### config.mk
export PLATFORM = sky130hd
export DESIGN_NAME = mac_perf_counters
export DESIGN_NICKNAME = d
export VERILOG_FILES = /design/src/rtl/mac_perf_counters.sv
export SDC_FILE = /design/constraint.sdc
export NUM_CORES = 1
export LEC_CHECK = 0
export CAP_MARGIN = 20
export CORE_ASPECT_RATIO = 0.6
export CORE_UTILIZATION = 35
export CTS_BUF_LIST = sky130_fd_sc_hd__clkbuf_4 sky130_fd_sc_hd__clkbuf_8
export DETAILED_ROUTE_END_ITERATION = 8
export GPL_TIMING_DRIVEN = 0
export PLACE_DENSITY = 0.54
export SYNTH_ARGS = -nofsm -noshare
export SYNTH_HDL_FRONTEND = slang
export SYNTH_SLANG_ARGS = --single-unit
### constraint.sdc
create_clock -name clk_i -period 5.25 [get_ports clk_i]
set_input_delay 1.05 -clock clk_i [delete_from_list [all_inputs] [get_ports clk_i]]
set_output_delay 1.05 -clock clk_i [all_outputs]
set_load 0.02 [all_outputs]
### src/rtl/mac_perf_counters.sv
// mac_perf_counters: performance/debug counter bank behind the MAC control unit.
// It counts busy cycles, completed jobs, engine stalls, the last job length and
// the longest job length. Results are read through a 1-cycle-latency debug window.
// Optional feature macro: MAC_PERF_STALL_CNT_EN adds the STALL counter at word 2.
// Without it, word 2 reads 0 and the engine valid/ready inputs are ignored.
//
// Debug window handshake: gnt_o is always 1, so a request is accepted in the
// cycle that req_i is high. r_valid_o rises exactly one cycle later. For a read
// (wen_i=1), r_data_o holds the register value as it was in the request cycle,
// before that cycle's updates. For a write (wen_i=0), r_data_o is 0. A new
// request may be issued in every cycle.
module mac_perf_counters #(
  parameter int N_CORES     = 2,
  parameter int N_EVT       = 2,
  parameter int CNT_WIDTH   = 32,
  parameter int STATE_WIDTH = 4,
  parameter logic [STATE_WIDTH-1:0] IDLE_STATE = '0
) (
  input  logic                       clk_i,
  input  logic                       rst_ni,
  input  logic                       clear_i,
  input  logic [STATE_WIDTH-1:0]     fsm_state_i,
  input  logic [N_CORES*N_EVT-1:0]   evt_i,
  input  logic                       engine_valid_i,
  input  logic                       engine_ready_i,
  input  logic                       req_i,
  input  logic [31:0]                add_i,
  input  logic                       wen_i,
  input  logic [31:0]                data_i,
  output logic                       gnt_o,
  output logic [31:0]                r_data_o,
  output logic                       r_valid_o
);

  if (CNT_WIDTH < 8 || CNT_WIDTH > 32) begin : g_bad_cnt_width
    $fatal(1, "mac_perf_counters: CNT_WIDTH must be within 8..32");
  end

  localparam logic [0:0] T_IDLE = 1'b0;
  localparam logic [0:0] T_RUN  = 1'b1;

  localparam logic [CNT_WIDTH-1:0] CNT_MAX = '1;
  localparam logic [CNT_WIDTH-1:0] CNT_ONE = CNT_WIDTH'(1);

  // Saturating increment shared by all counters and the job-length tracker.
  function automatic logic [CNT_WIDTH-1:0] sat_inc(input logic [CNT_WIDTH-1:0] v);
    return (v == CNT_MAX) ? v : v + CNT_ONE;
  endfunction

  logic [2:0]           word_idx;
  logic                 ctrl_wr;
  logic                 clr_all;
  logic                 not_idle;
  logic                 evt_q;
  logic                 evt_rise;
  logic                 freeze;
  logic [0:0]           t_state;
  logic [CNT_WIDTH-1:0] lat;
  logic                 job_done;
  logic [CNT_WIDTH-1:0] busy_cnt;
  logic [CNT_WIDTH-1:0] jobs_cnt;
  logic [CNT_WIDTH-1:0] stall_cnt;
  logic [CNT_WIDTH-1:0] last_cnt;
  logic [CNT_WIDTH-1:0] max_cnt;
  logic [31:0]          rd_word;

  assign gnt_o    = 1'b1;
  assign word_idx = add_i[4:2];
  assign ctrl_wr  = req_i & ~wen_i & (word_idx == 3'd5);
  // clear_i and the CTRL clear-all bit act identically; neither touches freeze.
  assign clr_all  = clear_i | (ctrl_wr & data_i[1]);
  assign not_idle = (fsm_state_i != IDLE_STATE);
  assign evt_rise = evt_i[0] & ~evt_q;
  assign job_done = (t_state == T_RUN) & ~not_idle;

  // Freeze flag: only a CTRL write changes it; clears leave it alone.
  always_ff @(posedge clk_i or negedge rst_ni) begin
    if (!rst_ni) begin
      freeze <= 1'b0;
    end else if (ctrl_wr) begin
      freeze <= data_i[0];
    end
  end

  // End-of-job edge history. It also tracks the input during a clear.
  // That way an event held high across a clear does not count again.
  always_ff @(posedge clk_i or negedge rst_ni) begin
    if (!rst_ni) begin
      evt_q <= 1'b0;
    end else begin
      evt_q <= evt_i[0];
    end
  end

  // Job-length tracker. It keeps running while frozen, so a job is never split.
  always_ff @(posedge clk_i or negedge rst_ni) begin
    if (!rst_ni) begin
      t_state <= T_IDLE;
      lat     <= '0;
    end else if (clr_all) begin
      t_state <= T_IDLE;
      lat     <= '0;
    end else begin
      case (t_state)
        T_IDLE: begin
          if (not_idle) begin
            t_state <= T_RUN;
            lat     <= CNT_ONE;
          end
        end
        T_RUN: begin
          if (not_idle) begin
            lat <= sat_inc(lat);
          end else begin
            t_state <= T_IDLE;
          end
        end
        default: t_state <= T_IDLE;
      endcase
    end
  end

  // BUSY/JOBS/LAST/MAX counters. They hold while frozen.
  always_ff @(posedge clk_i or negedge rst_ni) begin
    if (!rst_ni) begin
      busy_cnt <= '0;
      jobs_cnt <= '0;
      last_cnt <= '0;
      max_cnt  <= '0;
    end else if (clr_all) begin
      busy_cnt <= '0;
      jobs_cnt <= '0;
      last_cnt <= '0;
      max_cnt  <= '0;
    end else if (!freeze) begin
      if (not_idle) busy_cnt <= sat_inc(busy_cnt);
      if (evt_rise) jobs_cnt <= sat_inc(jobs_cnt);
      if (job_done) begin
        last_cnt <= lat;
        if (lat > max_cnt) max_cnt <= lat;
      end
    end
  end

`ifdef MAC_PERF_STALL_CNT_EN
  // STALL counter: cycles where the engine offers data that is not taken.
  always_ff @(posedge clk_i or negedge rst_ni) begin
    if (!rst_ni) begin
      stall_cnt <= '0;
    end else if (clr_all) begin
      stall_cnt <= '0;
    end else if (!freeze && engine_valid_i && !engine_ready_i) begin
      stall_cnt <= sat_inc(stall_cnt);
    end
  end
`else
  logic unused_engine;
  assign unused_engine = engine_valid_i ^ engine_ready_i;
  assign stall_cnt     = '0;
`endif

  logic unused_inputs;
  assign unused_inputs = ^{evt_i, add_i[31:5], add_i[1:0], data_i[31:2]};

  // Read mux over the register map, using current (pre-update) values.
  always_comb begin
    rd_word = '0;
    case (word_idx)
      3'd0:    rd_word = 32'(busy_cnt);
      3'd1:    rd_word = 32'(jobs_cnt);
      3'd2:    rd_word = 32'(stall_cnt);
      3'd3:    rd_word = 32'(last_cnt);
      3'd4:    rd_word = 32'(max_cnt);
      3'd5:    rd_word = {30'd0, (t_state == T_RUN), freeze};
      default: rd_word = '0;
    endcase
  end

  // Response register: one-cycle latency. Writes return zero data.
  always_ff @(posedge clk_i or negedge rst_ni) begin
    if (!rst_ni) begin
      r_valid_o <= 1'b0;
      r_data_o  <= '0;
    end else begin
      r_valid_o <= req_i;
      r_data_o  <= (req_i && wen_i) ? rd_word : 32'd0;
    end
  end

endmodule

==> results of run 1 <==
==> worst max-delay path, cell delays in order <==
cell	delay [ns]
clkdlybuf4s50_1	0.45
nor4_4	0.80
nand3b_2	0.37
nor3b_1	0.36
o31a_1	0.32
clkbuf_1	0.37
o21ai_0	0.13
a21oi_1	0.17
==> worst paths after layout <==
kind | endpoint | startpoint | slack [ns] | cells past startpoint
setup / recovery | max_cnt[26] | fsm_state_i[1] | 1.64 | 8
hold reg to reg | last_cnt[13] | last_cnt[13] | 0.52 | 2
hold / removal | last_cnt[13] | last_cnt[13] | 0.52 | 2
max in group asynchronous | lat[15] | rst_ni | 3.73 | 2
setup reg to reg | max_cnt[26] | lat[29] | 2.27 | 8
min in group asynchronous | busy_cnt[27] | rst_ni | 0.60 | 1
==> cells in the mapped netlist, types with 2 or more instances <==
cell       number
mux2i_1         3
nand3_1        83
nor2_1        101
buf_6           3
nor4_4          2
inv_1          43
nand4_1        37
nor4b_1         4
a21oi_1       123
or3b_2          2
nand4_2         2
clkbuf_1       53
nand4b_1        2
a22oi_1        63
and3b_1         2
nor3b_1         6
mux2_2          2
o2111ai_1       2
buf_1           4
a221oi_1        2
a31o_2          2
a31oi_1         2
o21ai_0        54
dfrtp_1       196
xor2_1         40
o21a_1          2
ha_1           35
xnor2_1        37
nor2b_1         4
nand2b_1        5
buf_4           2
nand2_1       113
nor3_1         23
and3_1         17
or3_1          14
a21o_1          3
a311oi_2        2
buf_2           3
nor4_1         19
or4_1           2
and2_1          4
and4_1          5
==> cells by family after synthesis <==
family                     after synthesis
and+or+nand+nor                        452
AOI/OAI and AO/OA                      262
DFF                                    196
buffers and inverters                  108
xor gates and xnor gates                77
adders and majority gates               35
muxes                                    5
other                                    1
==> sequential cells by signal, indices dropped and copies added, names as in the netlist, 32 cells and up <==
register  cells
busy_cnt     32
last_cnt     32
lat          32
max_cnt      32
r_data_o     32
jobs_cnt     32
==> where the power goes <==
part	internal [mW]	switching [mW]	leakage, nW
registers	1.52	0.0152	2.73
logic	0.0440	0.124	1.55
clock network	0.563	0.575	0.214
total	2.13	0.714	4.49
==> per-stage QoR <==
| step | std cells | power, mW | hold slack, ns | utilization [%] | TNS, ns |
|---|---|---|---|---|---|
| final | 1616 | 2.84 | 0.524 | 40.8 | 0 |
| after global routing | 1616 | 2.94 | 0.538 | 40.8 | 0 |
| after CTS | 1616 | 2.87 | 0.530 | 40.8 | 0 |
| after detailed placement | 1584 | 1.73 | 0.517 | 39.2 | 0 |
| after global placement | 1583 | 1.73 | 0.514 | 39.1 | -1072.87 |
| after floorplan | 1136 | 1.64 | 0.497 | - | 0 |
==> final cells by class <==
type | count | area share, %
Multi-Input combinational cell | 832 | 42.3
Clock inverter | 11 | 1.48
Buffer | 65 | 2.35
Timing Repair Buffer | 48 | 4.26
Clock buffer | 21 | 2.40
Sequential cell | 196 | 41.6
Tap cell | 400 | 4.24
Inverter | 43 | 1.37
==> cell usage in the layout, fill, tap and decap left out, types with 20 or more instances in the layout <==
cell type          n
o21ai_0           54
nand4_1           37
nor3_1            23
a22oi_1           63
xor2_1            40
clkbuf_8          20
ha_1              35
dfrtp_1          196
clkbuf_1          53
nand2_1          113
clkdlybuf4s50_1   46
nor2_1           101
inv_1             43
a21oi_1          123
nand3_1           83
xnor2_1           37
==> layer usage <==
metal	share of wire (%)	wire (µm)	track usage [%]
met5	0	0	0
met4	0.93	303	5.40
met3	8.6	2810	5.68
met2	38	12400	28.2
met1	52	17100	35.8
==> impl_results.md, run 1 <==
- Filler cells: 2,924
- Placed cell area: 11,300 µm²
- XOR/XNOR share of the synthesized area: 6.53%
- Skew-Pair Late Insertion Delay: 0.52 ns
- Final Max Tran Viols: 0
- Slew headroom: 24.8%
- GR Overflow Total: 0
- Port bufs: 47
- Slew @ Worst Pin: 1.12 ns
- Post-Syn Area: 10,300 µm²
- Synth area leaders: dfrtp_1 (47%), a21oi_1 (6.0%), a22oi_1 (4.6%), ha_1 (4.2%), nand2_1 (4.1%)
- Initial core utilization: 35.8%
- Hold Path Class: reg -> reg
- CP Class: in -> reg
- Htree depth: 4
- Prevailing post-synth register cell: dfrtp_1
- Final Setup Violations: 0
- Post-synthesis mux area share: 0.508%
- Vias per Instance: 5.51
- Post-CTS Repair Setup Buffers: 0
- Post-layout net count: 1,317
- Run status: complete, no violations
- # Max-Cap Violations: 0
- Clock buffer depth: 2
- Unique masters post-synth: 55
- Area delta synth->final: 14.1%
- Global-route wire length before repair: 49,800 µm
- Core region area: 28,900 µm²
- GRT Total Usage: 22.1%
- Placed wire-length estimate: 24,600 µm
- Top-level I/O count: 113
- ANT cells: 0
- DP Worst Slack: 1.18 ns
- Drt total wl: 32,600 µm
- # hold bufs at CTS: 0
- Max FO, Critical Path: 10
- Die height: 135 µm
- Die area: 30,200 µm²
- Synthesized instance count: 1,136
- Root Driver: clkbuf_8
- # clock sinks: 196
- Worst setup margin: 1.64 ns
- DIE WIDTH: 224 µm
- Drt drc: 0
- Fmax: 277 MHz
- Clk slew on worst S/H paths: 0.10 ns
- Crit path time final: 3.61 ns
- CTS tree: built
- Compound-cell area share of the yosys netlist: 15.0%
- Post-route clock period utilization: 68.8%
- Mapped Nets: 1,250
- Unrepaired setup endpoints after global routing: false
- DR pass1 iterations: 6
- Vias in the first global route: 8,246
- Critical path arrival: 4.04 ns
- Simple-gate share of the synthesized area: 22.0%
- Drt wl/cell: 20.2 µm
- Row count: 48
- Final hold viol count: 0
- Final Cell Area: 11,800 µm²
- Required time worst endpoint: 5.68 ns
- Yosys top cell by area: dfrtp_1
- Post-Route Skew: 0.0174 ns
- Fraction of layout cells with a size suffix above 1: 4.77%
- Ys async rst share: 100%
- Crit start category: input pin
- Clock buffer count from CTS: 17
- CP endpoint kind: flip-flop
- Avg Cell Area, Syn: 9.10 µm²
- Initial DRC Count: 843
- Post-synth EDFFs: 0
- Routability Congestion: 0.872
- Footprint of the multi-input gates: 4990 µm²
- Register area share after synthesis: 47.5%
- Register area: 4900 µm²
- Maximum vdd ir drop: 0.145 mV
- Yosys reg bits: 196
- Leak: 4.49 nW
- Largest net degree at the start of global routing: 114
- Via count: 8,906
- Post-synth top area share: 47.5%
- Largest family of logic cells by synthesized area: simple AND/OR/NAND/NOR gates
- DRT antenna net count: 0
- Cell Pwr Density: 241 nW/µm²
- Yosys Warn Count: 0
- Adder-cell share of the synthesized area: 4.24%
- Initial antenna violation count: 0
- Post-CTS Resized: 0
(Power assumes the default switching activity.)
==> inputs of run 2 (changes only) <==
--- a/config.mk
+++ b/config.mk
@@ -11,7 +11,7 @@
 export CTS_BUF_LIST = sky130_fd_sc_hd__clkbuf_4 sky130_fd_sc_hd__clkbuf_8
 export DETAILED_ROUTE_END_ITERATION = 8
 export GPL_TIMING_DRIVEN = 0
-export PLACE_DENSITY = 0.54
+export PLACE_DENSITY = 0.56
 export SYNTH_ARGS = -nofsm -noshare
 export SYNTH_HDL_FRONTEND = slang
 export SYNTH_SLANG_ARGS = --single-unit
==> constraint.sdc (replaced) <==
create_clock -name clk_i -period 3.3 [get_ports clk_i]
set_input_delay 0.66 -clock clk_i [delete_from_list [all_inputs] [get_ports clk_i]]
set_output_delay 0.66 -clock clk_i [all_outputs]
set_load 0.02 [all_outputs]
==> impl_results.md, run 2 (synthesized netlist as in run 1, its figures left out) <==
- Run status: complete, no violations (unchanged)
- Max FO, Critical Path: 10 (unchanged)
- Routability Congestion: 0.872 (about the same)
- Final core occ: 41.0% (was 40.8%)
- Global-route wire length before repair: 51,200 µm (was 49,800 µm)
- Area delta synth->final: 14.5% (was 14.1%)
- Port bufs: 47 (unchanged)
- GRT Total Usage: 22.7% (was 22.1%)
- Die height: 135 µm (unchanged)
- # Max-Cap Violations: 0 (unchanged)
- GR Overflow Total: 0 (unchanged)
- Cell Pwr Density: 386 nW/µm² (was 241 nW/µm²)
- Critical path's top delay family: buffers and inverters (was simple AND/OR/NAND/NOR gates)
- Initial antenna violation count: 1 (was 0)
- Top cell by count, worst path: clkbuf_1
- Post-route clock period utilization: 90.7%
- Top-level I/O count: 113 (unchanged)
- Post-CTS Resized: 0 (unchanged)
- Fmax: 334 MHz
- Row count: 48 (unchanged)
- Filler cells: 2,900 (was 2,924)
- Hold Path Class: in -> async (was reg -> reg)
- Crit start category: input pin (unchanged)
- Unrepaired setup endpoints after global routing: false (unchanged)
- Fraction of layout cells with a size suffix above 1: 4.93% (was 4.77%)
- Worst r2r dst: max_cnt[22] (was max_cnt[26])
- CTS tree: built (unchanged)
- Initial DRC Count: 869 (was 843)
- Htree depth: 4 (unchanged)
- Post-layout net count: 1,320 (was 1,317)
- Required time worst endpoint: 3.64 ns (was 5.68 ns)
- R2R depth: 8 (unchanged)
- Worst path slowest cell: clkbuf_1 (was nor4_4)
- ANT cells: 0 (unchanged)
- Footprint of the multi-input gates: 4990 µm² (unchanged)
- Critical path arrival: 3.34 ns (was 4.04 ns)
- Slew headroom: 46.7% (was 24.8%)
- Fin cells: 1,618 (was 1,616)
- Worst path max stage delay: 0.65 ns (was 0.80 ns)
- Crit path time final: 2.99 ns
- TNS Setup: 0 ns (unchanged)
- Via count: 9,026 (was 8,906)
- CP startpoint: add_i[2] (was fsm_state_i[1])
- Die area: 30,200 µm² (unchanged)
- Commonest non-fill, non-tap cell in the layout: dfrtp_1 (unchanged)
- Slew @ Worst Pin: 0.799 ns (was 1.12 ns)
- Drt wl/cell: 20.3 µm (was 20.2 µm)
- DIE WIDTH: 224 µm (unchanged)
- Vias per Instance: 5.58 (was 5.51)
- Drt total wl: 32,800 µm (was 32,600 µm)
- Placed wire-length estimate: 24,800 µm (was 24,600 µm)
- Dpl cells: 1,584 (unchanged)
- Most frequent cells in the layout: dfrtp_1 (196), a21oi_1 (123), nand2_1 (113) (unchanged)
- Register area: 4900 µm² (unchanged)
- Final Setup Violations: 0 (unchanged)
- Post-Route Skew: 0.0175 ns (was 0.0174 ns)
- R2r startpoint: lat[31] (was lat[29])
- Root Driver: clkbuf_8 (unchanged)
- Hold WS: 0.126 ns (was 0.524 ns)
- Final hold viol count: 0 (unchanged)
- Reg-to-reg slack, setup: 0.41 ns (was 2.27 ns)
- Largest net degree at the start of global routing: 113 (was 114)
- Skew-Pair Late Insertion Delay: 0.51 ns (was 0.52 ns)
- CP cell instances: clkdlybuf4s50_1 > clkbuf_1 > a31o_2 > clkbuf_1 > clkbuf_1 > a21oi_1 (was clkdlybuf4s50_1 > nor4_4 > nand3b_2 > nor3b_1 > o31a_1 > clkbuf_1 > o21ai_0 > a21oi_1)
- Maximum vdd ir drop: 0.210 mV (was 0.145 mV)
- # clock sinks: 196 (unchanged)
- Clk slew on worst S/H paths: 0.10 ns (about the same)
- Clock buffer count from CTS: 17 (unchanged)
- Leak: 4.52 nW (was 4.49 nW)
- CP Class: in -> reg (unchanged)
- Vias in the first global route: 8,527 (was 8,246)
- Clock buffer depth: 2 (unchanged)
- Worst setup margin: 0.308 ns (was 1.64 ns)
- Final Max Tran Viols: 0 (unchanged)
- DP Worst Slack: -0.434 ns (was 1.18 ns)
- DR pass1 iterations: 5 (was 6)
- CP endpoint kind: flip-flop (unchanged)
- Initial core utilization: 35.8% (unchanged)
- DRT antenna net count: 0 (unchanged)
- Buf/Inv on CP: 4 (was 2)
- Core region area: 28,900 µm² (unchanged)
- Drt drc: 0 (unchanged)
## run 2: per-layer routing
metal | share of wire, % | global-route usage, %
met1 | 51 | 36.9
met2 | 38 | 28.9
met3 | 9.5 | 5.22
met4 | 1.5 | 6.43
met5 | 0 | 0
## run 2: cell type report
type / count / share of cell area, %
buffer: 65 / 2.35
clock inverter: 11 / 1.69
timing repair buffer: 51 / 4.44
tap: 400 / 4.23
sequential: 196 / 41.5
inverter: 43 / 1.36
clock buffer: 20 / 2.27
multi-input combinational: 832 / 42.2
## run 2: worst register-to-register path: cells and delay by family (launching register included)
family	cells	cell delay [ns]
buffers and inverters	1	0.36
AOI/OAI and AO/OA	3	0.62
DFF	1	0.49
and+or+nand+nor	3	0.98
adders and majority gates	1	0.37
## run 2: power breakdown
| group | total [mW] | switching, mW | leakage (nW) | internal [mW] |
|---|---|---|---|---|
| Sequential | 2.44 | 0.0251 | 2.73 | 2.42 |
| Combinational | 0.273 | 0.201 | 1.57 | 0.0719 |
| Clock | 1.85 | 0.900 | 0.229 | 0.952 |
| Total | 4.57 | 1.13 | 4.52 | 3.44 |
## run 2: worst max-delay path by stage
stage | cells past startpoint | to | slack, ns
3_3_place_gp | 1 | lat[8] | -6.97
3_5_place_dp | 8 | max_cnt[4] | -0.43
6_report | 6 | max_cnt[4] | 0.31
5_1_grt | 8 | max_cnt[5] | 0.05
2_1_floorplan | 6 | lat[31] | 1.00
4_1_cts | 8 | max_cnt[4] | 0.10
## run 2: what timing repair did
action,4_1_cts,5_1_grt
hold buffers,0,0
buffers inserted,0,2
setup endpoints to repair,0,30
## run 2: metrics by stage
| stage | area [µm²] | total power [mW] |
|---|---|---|
| global placement | 11300 | 2.75 |
| floorplan | 10300 | 2.61 |
| global route | 11800 | 4.74 |
| finish | 11800 | 4.57 |
| detailed placement | 11300 | 2.76 |
| CTS | 11800 | 4.61 |
==> inputs of run 3 (changes only) <==
--- a/config.mk
+++ b/config.mk
@@ -9,6 +9,7 @@
 export CORE_ASPECT_RATIO = 0.6
 export CORE_UTILIZATION = 35
 export CTS_BUF_LIST = sky130_fd_sc_hd__clkbuf_4 sky130_fd_sc_hd__clkbuf_8
+export CTS_CLUSTER_SIZE = 25
 export DETAILED_ROUTE_END_ITERATION = 8
 export GPL_TIMING_DRIVEN = 0
 export PLACE_DENSITY = 0.56
==> results of run 3 <==
The final DEF is identical to that of run 2; final timing and power are the same.
